**config.mk**
```make
export PLATFORM = sky130hd
export DESIGN_NAME = cla_seq_adder_flat
export DESIGN_NICKNAME = d
export VERILOG_FILES = /design/src/rtl/cla_seq_adder_pkg.sv /design/src/rtl/cla_seq_adder_if.sv /design/src/rtl/cla_seq_adder_group.sv /design/src/rtl/cla_seq_adder.sv /design/src/flat_wrapper.sv
export SDC_FILE = /design/constraint.sdc
export NUM_CORES = 1
export LEC_CHECK = 0
export CAP_MARGIN = 20
export CORE_MARGIN = 3
export CORE_UTILIZATION = 58
export CTS_BUF_LIST = sky130_fd_sc_hd__clkbuf_4
export DETAILED_ROUTE_END_ITERATION = 10
export PLACE_DENSITY = 0.95
export SLEW_MARGIN = 30
export SYNTH_ARGS = -nofsm -noshare
export SYNTH_HDL_FRONTEND = slang
export SYNTH_HIERARCHICAL = 1
export SYNTH_SLANG_ARGS = --single-unit
```
**constraint.sdc**
```tcl
create_clock -name clk -period 6.8 [get_ports clk]
set_input_delay 1.02 -clock clk [delete_from_list [all_inputs] [get_ports clk]]
set_output_delay 1.02 -clock clk [all_outputs]
set_load 0.03 [all_outputs]
```
**src/rtl/cla_seq_adder_pkg.sv**
```systemverilog
// Shared types and helpers for the sequential carry-lookahead adder.
package cla_pkg;

  typedef enum logic [1:0] {
    IDLE = 2'd0,
    RUN  = 2'd1,
    DONE = 2'd2
  } state_t;

  // Ceiling log2, used to size the slice index counter.
  function automatic int clog2(input int value);
    int result;
    result = 0;
    for (int i = 0; i < 31; i++) begin
      if ((1 << i) < value) result = i + 1;
    end
    return result;
  endfunction

endpackage

```
**src/rtl/cla_seq_adder_if.sv**
```systemverilog
// Operand and result handshakes of the sequential adder, bundled.
interface cla_seq_adder_if #(parameter int WIDTH = 32);
  logic             in_valid;
  logic             in_ready;
  logic [WIDTH-1:0] a;
  logic [WIDTH-1:0] b;
  logic             cin;
  logic             sub;
  logic             out_valid;
  logic             out_ready;
  logic [WIDTH-1:0] sum;
  logic             cout;
  logic             overflow;

  modport master (
    output in_valid, a, b, cin, sub, out_ready,
    input  in_ready, out_valid, sum, cout, overflow
  );

  modport slave (
    input  in_valid, a, b, cin, sub, out_ready,
    output in_ready, out_valid, sum, cout, overflow
  );
endinterface

```
**src/rtl/cla_seq_adder_group.sv**
```systemverilog
// GROUP-bit carry-lookahead slice: every internal carry is formed from the
// prefix generate/propagate terms and the slice carry-in, not rippled.
module cla_group #(
  parameter int GROUP = 4
) (
  input  logic [GROUP-1:0] a,
  input  logic [GROUP-1:0] b,
  input  logic             c,
  output logic [GROUP-1:0] s,
  output logic             c_out,
  output logic             c_msb,
  output logic             P,
  output logic             G
);

  logic [GROUP-1:0] g;
  logic [GROUP-1:0] p;
  logic [GROUP:0]   carry;
  logic             g_acc;
  logic             p_acc;

  assign g = a & b;
  assign p = a | b;

  // Prefix lookahead: carry[i+1] = G[i:0] | (P[i:0] & c).
  always_comb begin
    g_acc    = 1'b0;
    p_acc    = 1'b1;
    carry    = '0;
    carry[0] = c;
    for (int i = 0; i < GROUP; i++) begin
      g_acc        = g[i] | (p[i] & g_acc);
      p_acc        = p_acc & p[i];
      carry[i+1]   = g_acc | (p_acc & c);
    end
  end

  assign s     = a ^ b ^ carry[GROUP-1:0];
  assign c_out = carry[GROUP];
  assign c_msb = carry[GROUP-1];
  assign P     = p_acc;
  assign G     = g_acc;

endmodule

```
**src/rtl/cla_seq_adder.sv**
```systemverilog
// Multi-cycle adder/subtractor: resolves GROUP bits per cycle through one
// shared lookahead slice, chaining the slice carry through a register.
module cla_seq_adder
  import cla_pkg::*;
#(
  parameter int WIDTH = 32,
  parameter int GROUP = 4
) (
  input  logic            clk,
  input  logic            rst_n,
  cla_seq_adder_if.slave  bus
);

  localparam int NG   = WIDTH / GROUP;
  localparam int IDXW = (NG > 1) ? clog2(NG) : 1;
  localparam logic [IDXW-1:0] LAST_IDX = IDXW'(NG - 1);

  state_t           state;
  logic [WIDTH-1:0] a_reg;
  logic [WIDTH-1:0] b_reg;
  logic [WIDTH-1:0] sum_reg;
  logic             carry_reg;
  logic [IDXW-1:0]  idx;
  logic             cout_reg;
  logic             ovf_reg;
  logic             out_valid_reg;

  logic [GROUP-1:0] slice_a;
  logic [GROUP-1:0] slice_b;
  logic [GROUP-1:0] slice_s;
  logic             slice_cout;
  logic             slice_cmsb;
  logic             slice_p;
  logic             slice_g;

  assign slice_a = a_reg[int'(idx)*GROUP +: GROUP];
  assign slice_b = b_reg[int'(idx)*GROUP +: GROUP];

  cla_group #(.GROUP(GROUP)) u_group (
    .a     (slice_a),
    .b     (slice_b),
    .c     (carry_reg),
    .s     (slice_s),
    .c_out (slice_cout),
    .c_msb (slice_cmsb),
    .P     (slice_p),
    .G     (slice_g)
  );

  // Control FSM plus operand, partial-sum, carry and index registers.
  always_ff @(posedge clk or negedge rst_n) begin
    if (!rst_n) begin
      state         <= IDLE;
      a_reg         <= '0;
      b_reg         <= '0;
      sum_reg       <= '0;
      carry_reg     <= 1'b0;
      idx           <= '0;
      cout_reg      <= 1'b0;
      ovf_reg       <= 1'b0;
      out_valid_reg <= 1'b0;
    end else begin
      case (state)
        IDLE: begin
          if (bus.in_valid) begin
            a_reg     <= bus.a;
            b_reg     <= bus.b ^ {WIDTH{bus.sub}};
            carry_reg <= bus.cin ^ bus.sub;
            idx       <= '0;
            state     <= RUN;
          end
        end
        RUN: begin
          sum_reg[int'(idx)*GROUP +: GROUP] <= slice_s;
          carry_reg <= slice_g | (slice_p & carry_reg);
          if (idx == LAST_IDX) begin
            cout_reg      <= slice_cout;
            ovf_reg       <= slice_cmsb ^ slice_cout;
            out_valid_reg <= 1'b1;
            idx           <= '0;
            state         <= DONE;
          end else begin
            idx <= idx + 1'b1;
          end
        end
        DONE: begin
          if (bus.out_ready) begin
            out_valid_reg <= 1'b0;
            state         <= IDLE;
          end
        end
        default: state <= IDLE;
      endcase
    end
  end

  assign bus.in_ready  = (state == IDLE);
  assign bus.out_valid = out_valid_reg;
  assign bus.sum       = sum_reg;
  assign bus.cout      = cout_reg;
  assign bus.overflow  = ovf_reg;

endmodule
```
**src/flat_wrapper.sv**
```systemverilog
// flat-port wrapper written by rule: the top's interface ports become plain ports
module cla_seq_adder_flat import cla_pkg::*;
#(
  parameter int WIDTH = 32,
  parameter int GROUP = 4
)
  (clk, rst_n, bus_in_valid, bus_a, bus_b, bus_cin, bus_sub, bus_out_ready, bus_in_ready, bus_out_valid, bus_sum, bus_cout, bus_overflow);
  cla_seq_adder_if #(.WIDTH(WIDTH)) bus_i ();
  input  logic clk;
  input  logic rst_n;
  input wire logic [$bits(bus_i.in_valid)-1:0] bus_in_valid;
  input wire logic [$bits(bus_i.a)-1:0] bus_a;
  input wire logic [$bits(bus_i.b)-1:0] bus_b;
  input wire logic [$bits(bus_i.cin)-1:0] bus_cin;
  input wire logic [$bits(bus_i.sub)-1:0] bus_sub;
  input wire logic [$bits(bus_i.out_ready)-1:0] bus_out_ready;
  output wire logic [$bits(bus_i.in_ready)-1:0] bus_in_ready;
  output wire logic [$bits(bus_i.out_valid)-1:0] bus_out_valid;
  output wire logic [$bits(bus_i.sum)-1:0] bus_sum;
  output wire logic [$bits(bus_i.cout)-1:0] bus_cout;
  output wire logic [$bits(bus_i.overflow)-1:0] bus_overflow;
  assign bus_i.in_valid = bus_in_valid;
  assign bus_i.a = bus_a;
  assign bus_i.b = bus_b;
  assign bus_i.cin = bus_cin;
  assign bus_i.sub = bus_sub;
  assign bus_i.out_ready = bus_out_ready;
  assign bus_in_ready = bus_i.in_ready;
  assign bus_out_valid = bus_i.out_valid;
  assign bus_sum = bus_i.sum;
  assign bus_cout = bus_i.cout;
  assign bus_overflow = bus_i.overflow;
  cla_seq_adder #(.WIDTH(WIDTH), .GROUP(GROUP)) u_core (.clk(clk), .rst_n(rst_n), .bus(bus_i));
endmodule
```
-- Word-level counts from Yosys, hierarchy flattened
Cells that the tools add are included.
- register bits: 105
- RAM bits: 0
- memories: 0
- bits in latches: 0
- bits of input ports: 70
- word-level logic and storage cells: 66
- output and inout port bits: 36
- memory bits (read-only): 0
- reduce and logical (&&, ||, !) cells: 8
- shift operators: 4
- $lt $le $gt $ge: 0
- equal/unequal tests: 6
- $mul: 0
- add/subtract/negate cells: 2
- divide/modulo/power cells: 0
- bitwise operators: 24
- multiplexer cells: 13
- operators with widths (operator ; number):
    32-bit by 6-bit indexed part select with 4-bit output ; 2
    5-bit negator with 33-bit output ; 1
    4-bit by 33-bit variable shift with 32-bit output (first input constant) ; 1
    4-bit by 33-bit indexed part select with 32-bit output ; 1
    32-bit bitwise mux ; 1
    32-bit bitwise XOR ; 1
    1-bit AND ; 10
    4-bit bitwise XOR ; 2
    1-bit bitwise OR ; 7
    2-bit 2-to-1 mux ; 3
    3-bit 2-to-1 mux ; 2
    2-bit case mux with 3 select lines ; 1
    3-bit case mux with 2 select lines ; 1
    2-bit AND reduction ; 3
    3-bit AND reduction ; 2
    4-bit AND ; 1
    2-bit inequality test (second input constant) ; 2
    4-bit bitwise OR ; 1
    1-bit case mux with 2 select lines ; 2
    2-bit nonzero test ; 2
    3-bit by 1-bit adder with 3-bit output (second input constant) ; 1
    3-bit == test (second input constant) ; 1
    1-bit 2-to-1 mux ; 3
    2-bit by 1-bit == test with 1-bit output (second input constant) ; 1
    4 further kinds ; 5

-- Depth between registers and ports, before layout
- depth after elaboration: 10
- gate-level depth with buffers: 13
- mapped depth without buffers: 11

-- Hierarchy
Netlist, hierarchy kept.
- modules (own cells, without submodules) (module ; seq. area each (um^2) ; instances ; cells an instance ; area an instance (um^2)):
    cla_seq_adder ; 2627.5 ; 1 ; 409 ; 5013.6
    cla_group ; 0.0 ; 1 ; 42 ; 306.5

-- Worst setup path before layout
Ideal clock, no wire load.
- path kind: flip-flop to flip-flop
- start: register u_core.idx[0]
- end: register u_core.sum_reg[7], in the netlist u_core/bus.sum[7]
- clock period less this slack: 2.688 ns
- slack: 4.112 ns
- data required time: 6.675 ns
- stages on the path, launching flop included: 13
- buffers on the path: 2
- setup time: 0.125 ns
- arrival time: 2.563 ns
- path through: dfrtp_1 -> buf_6 -> buf_4 -> mux4_2 -> nand2_1 -> nand2_1 -> inv_1 -> ha_1 -> or2_2 -> o221a_1 -> nand2b_1 -> nor2_1 -> mux2_2
- elaborated cells between the ends (all ways): 22
- those cells by class: add/sub (1); shift (4); mux (1); bitwise (16)
- RTL lines (what ; RTL line ; text):
    from (decl) ; cla_seq_adder.sv:23 ; logic [IDXW-1:0] idx;
    from (signal assigned) ; cla_seq_adder.sv:83 ; idx <= idx + 1'b1;
    32-bit by 6-bit indexed part select with 4-bit output ; cla_seq_adder.sv:36 ; assign slice_a = a_reg[int'(idx)*GROUP +: GROUP];
    via u_core.slice_a[3] ; cla_seq_adder.sv:28 ; logic [GROUP-1:0] slice_a;
    4-bit bitwise XOR (2 in a row) ; cla_seq_adder_group.sv:38 ; assign s = a ^ b ^ carry[GROUP-1:0];
    via u_core.slice_s[3] ; cla_seq_adder.sv:30 ; logic [GROUP-1:0] slice_s;
    4-bit by 33-bit indexed part select with 32-bit output ; cla_seq_adder.sv:74 ; sum_reg[int'(idx)*GROUP +: GROUP] <= slice_s;
    32-bit bitwise mux ; cla_seq_adder.sv:74 ;
    to (signal, indexed assignment) ; cla_seq_adder.sv:74 ;
    to (decl) ; cla_seq_adder.sv:21 ; logic [WIDTH-1:0] sum_reg;
The timed path passes the listed nets, and every way through them passes these cells.
A chain may end at the register's enable or synchronous reset.

-- Worst setup path after layout
- start: register u_core.idx[0]
- end: register u_core.sum_reg[6], in the netlist u_core/bus.sum[6]
- elaborated cells between the ends (all ways): 22
- those cells by class: add/sub (1); shift (4); mux (1); bitwise (16)
- RTL lines (what ; RTL line ; text):
    32-bit by 6-bit indexed part select with 4-bit output (*) ; cla_seq_adder.sv:36 ;
    via u_core.slice_a[0] ; cla_seq_adder.sv:28 ;
    4-bit AND or 4-bit bitwise OR (tied branches) ; cla_seq_adder_group.sv:22, cla_seq_adder_group.sv:23 ;
    1-bit AND (on tied branches) ; cla_seq_adder_group.sv:32, cla_seq_adder_group.sv:33 ;
    1-bit bitwise OR or 1-bit AND (tied branches) ; cla_seq_adder_group.sv:32, cla_seq_adder_group.sv:34 ;
    1-bit bitwise OR (*) ; cla_seq_adder_group.sv:34 ; carry[i+1] = g_acc | (p_acc & c);
    4-bit bitwise XOR (*) ; cla_seq_adder_group.sv:38 ;
    via u_core.slice_s[2] ; cla_seq_adder.sv:30 ;
    4-bit by 33-bit indexed part select with 32-bit output (*) ; cla_seq_adder.sv:74 ;
    32-bit bitwise mux (*) ; cla_seq_adder.sv:74 ;
The timed path passes the listed nets; every way through them passes the cells marked *.

==> metrics.md <==
| Metric | Value |
|---|---|
| Final HPWL DP | 8.28 mm |
| Final wirelength | 11.0 mm |
| Most frequent cells in the layout | 104 x dfrtp_1, 103 x clkdlybuf4s50_1, 59 x mux2_2 |
| CP required | 7.21 ns |
| CTS Root Cell | clkbuf_4 |
| Max IR drop VDD | 0.301 mV |
| Die footprint | 10,400 um^2 |
| Post-synth cell types | 39 |
| PwrDens | 501 nW/um^2 |
| Worst-Skew Late Latency | 0.46 ns |
| # Max-Cap Violations | 0 |
| CP max FO | 28 |
| Number of buffers created by CTS | 9 |
| Initial antenna violation count | 0 |
| Final-report setup violation count | 0 |
| Worst Setup End Kind | flip-flop |
| CP cell instances | buf_4, mux4_2, nand2_1, nand2_1, inv_1, ha_1, nand2b_1, a21oi_1, xor2_1, nand2b_1, nor2_1, mux2_2 |
| DR DRC count | 0 |
| First DRT Iteration DRCs | 162 |
| Largest net degree at the start of global routing | 98 |
| Final-stage net count | 633 |
| Fmax | 324 MHz |
| Drt wl/cell | 16.7 um |
| Vias in the first global route | 3,884 |
| Grt ovf | 0 |
| Register area | 2630 um^2 |
| Final Slew Violations | 0 |
| Top_reg_cell synth | dfrtp_1 |
| Hold Slack | 0.509 ns |
| Hold Buf Count CTS | 0 |
| Ant diodes | 0 |
| Number of core rows | 34 |
| CTS Sinks | 105 |
| Path type of the worst setup path | reg2reg |
| Final GP Congestion | 0.849 |
| Post-synthesis sequential area ratio | 0.494 |
| Final period utilization | 0.455 |
| DR pass1 iterations | 4 |
| Pwr Total | 3.28 mW |
| I/O Buffers | 105 |
| RSZ-0062 raised after global routing | false |
| Post-Synthesis Cells | 451 |
| FILL cells | 568 |
| Multi-input logic area | 2490 um^2 |
| Status | complete, no violations |
| Crit path launch type | flip-flop |
| CTS max path bufs | 2 |
| Number of synthesized flops with an enable pin | 0 |
| Leak | 2.81 nW |
| Final antenna-violating net count | 0 |
| Die W | 102 um |
| Gr usage total | 0.228 |
| Hold WC Path Type | reg2reg |
| TNS Setup | 0 ns |
| Mapped cell area | 5320 um^2 |
| Slew HR | 0.369 |
| Post-DR vias/cell | 5.64 |
| Commonest non-fill, non-tap cell in the layout | dfrtp_1 |
| Synth Register Bits | 105 |
| Clock transition at path regs | 0.16 ns |
| CTS tree | yes |
| Syn Nets | 537 |
| FFs w/ async S/R, synth | 1.00 |
| Top-level port count | 106 |
| H-tree depth | 3 |
| CTS resizes | 0 |
| Core ar. | 8810 um^2 |
| Critical path arrival | 3.50 ns |
| Die Y | 102 um |
| Initial Utilization | 0.604 |
| Share of cells above drive strength 1 | 0.196 |
| Fin. Hold Viols | 0 |
| Postcts setup bufs | 0 |
| Minimum clock period | 3.09 ns |
| First-pass GRT wire length | 18.1 mm |
| Syn_area_per_cell | 11.8 um^2 |
| Worst slew pin tran | 0.947 ns |
| Final setup skew | 0.0154 ns |
| Ys Warns | 6 |
| CP max stage cell | mux4_2 |
| Area growth syn-to-layout | 23.1% |
| Detailed-route via count | 3,721 |
| Slowest stage delay, CP | 0.60 ns |
## cell type report
type / instances / area share
clock buffers: 9 / 0.0103
clock inverters: 7 / 0.0120
inverters: 22 / 0.0126
multi-input cells: 301 / 0.380
flip-flops and latches: 105 / 0.401
well taps: 108 / 0.0206
repair buffers: 108 / 0.163
## routing by layer
metal | wire [um] | track usage
met5 | 0 | 0
met2 | 5860 | 0.404
met1 | 4430 | 0.272
met4 | 223 | 0.103
met3 | 538 | 0.0358
## where the power goes
part | internal [mW] | switching, mW | total (mW)
Clock | 0.116 | 0.212 | 0.328
Combinational | 0.875 | 0.995 | 1.87
Sequential | 0.892 | 0.188 | 1.08
## cells in the mapped netlist (3+ instances only)
master	number	area (um^2)
nand2b_1	9	56.3
xnor2_1	34	298
o21ai_0	6	30.0
buf_2	14	70.1
nor2_1	49	184
a21oi_1	37	185
nor3_2	4	40.0
mux4_2	16	360
mux2i_1	5	50.1
mux2_2	59	664
dfrtp_1	105	2630
ha_1	15	188
clkbuf_1	6	22.5
inv_1	21	78.8
nand2_1	35	131
or2_2	3	18.8
nand4b_1	4	35.0
## logic make-up (layout without fill, tap and decap cells)
group | Yosys count | in the layout | synth area share
simple gates | 115 | 115 | 0.108
flops | 105 | 105 | 0.494
mux | 82 | 82 | 0.206
compound gates | 52 | 52 | 0.0560
buf+inv | 45 | 146 | 0.0379
xor+xnor | 36 | 36 | 0.0593
fa+ha+maj | 16 | 16 | 0.0390
## final timing paths
path / endpoint / startpoint / slack (ns) / cells past startpoint
max in group asynchronous: u_core/idx[1] / rst_n / 5.07 / 2
min in group asynchronous: u_core/a_reg[8] / rst_n / 0.55 / 1
worst min-delay path: u_core/a_reg[29] / u_core/a_reg[29] / 0.51 / 1
worst min register to register: u_core/a_reg[29] / u_core/a_reg[29] / 0.51 / 1
worst max-delay path: u_core/bus.sum[6] / u_core/idx[0] / 3.71 / 12
worst max register to register: u_core/bus.sum[6] / u_core/idx[0] / 3.71 / 12
## critical path: cells and delay by family, from the launching register on
family,cells,cell delay (ns)
compound gates,1,0.09
mux,2,0.78
fa+ha+maj,1,0.20
simple gates,5,0.78
flops,1,0.37
buf+inv,2,0.53
xor+xnor,1,0.28
## through the flow
stage	setup slack, ns	instances	area, um^2	utilization
2_1_floorplan	4.11	451	5320	-
5_1_grt	3.53	660	6550	0.744
4_1_cts	3.57	660	6550	0.744
3_5_place_dp	3.66	644	6400	0.727
3_3_place_gp	3.76	644	6400	0.727
6_report	3.71	660	6550	0.744
Power figures use the tool's default switching activity.
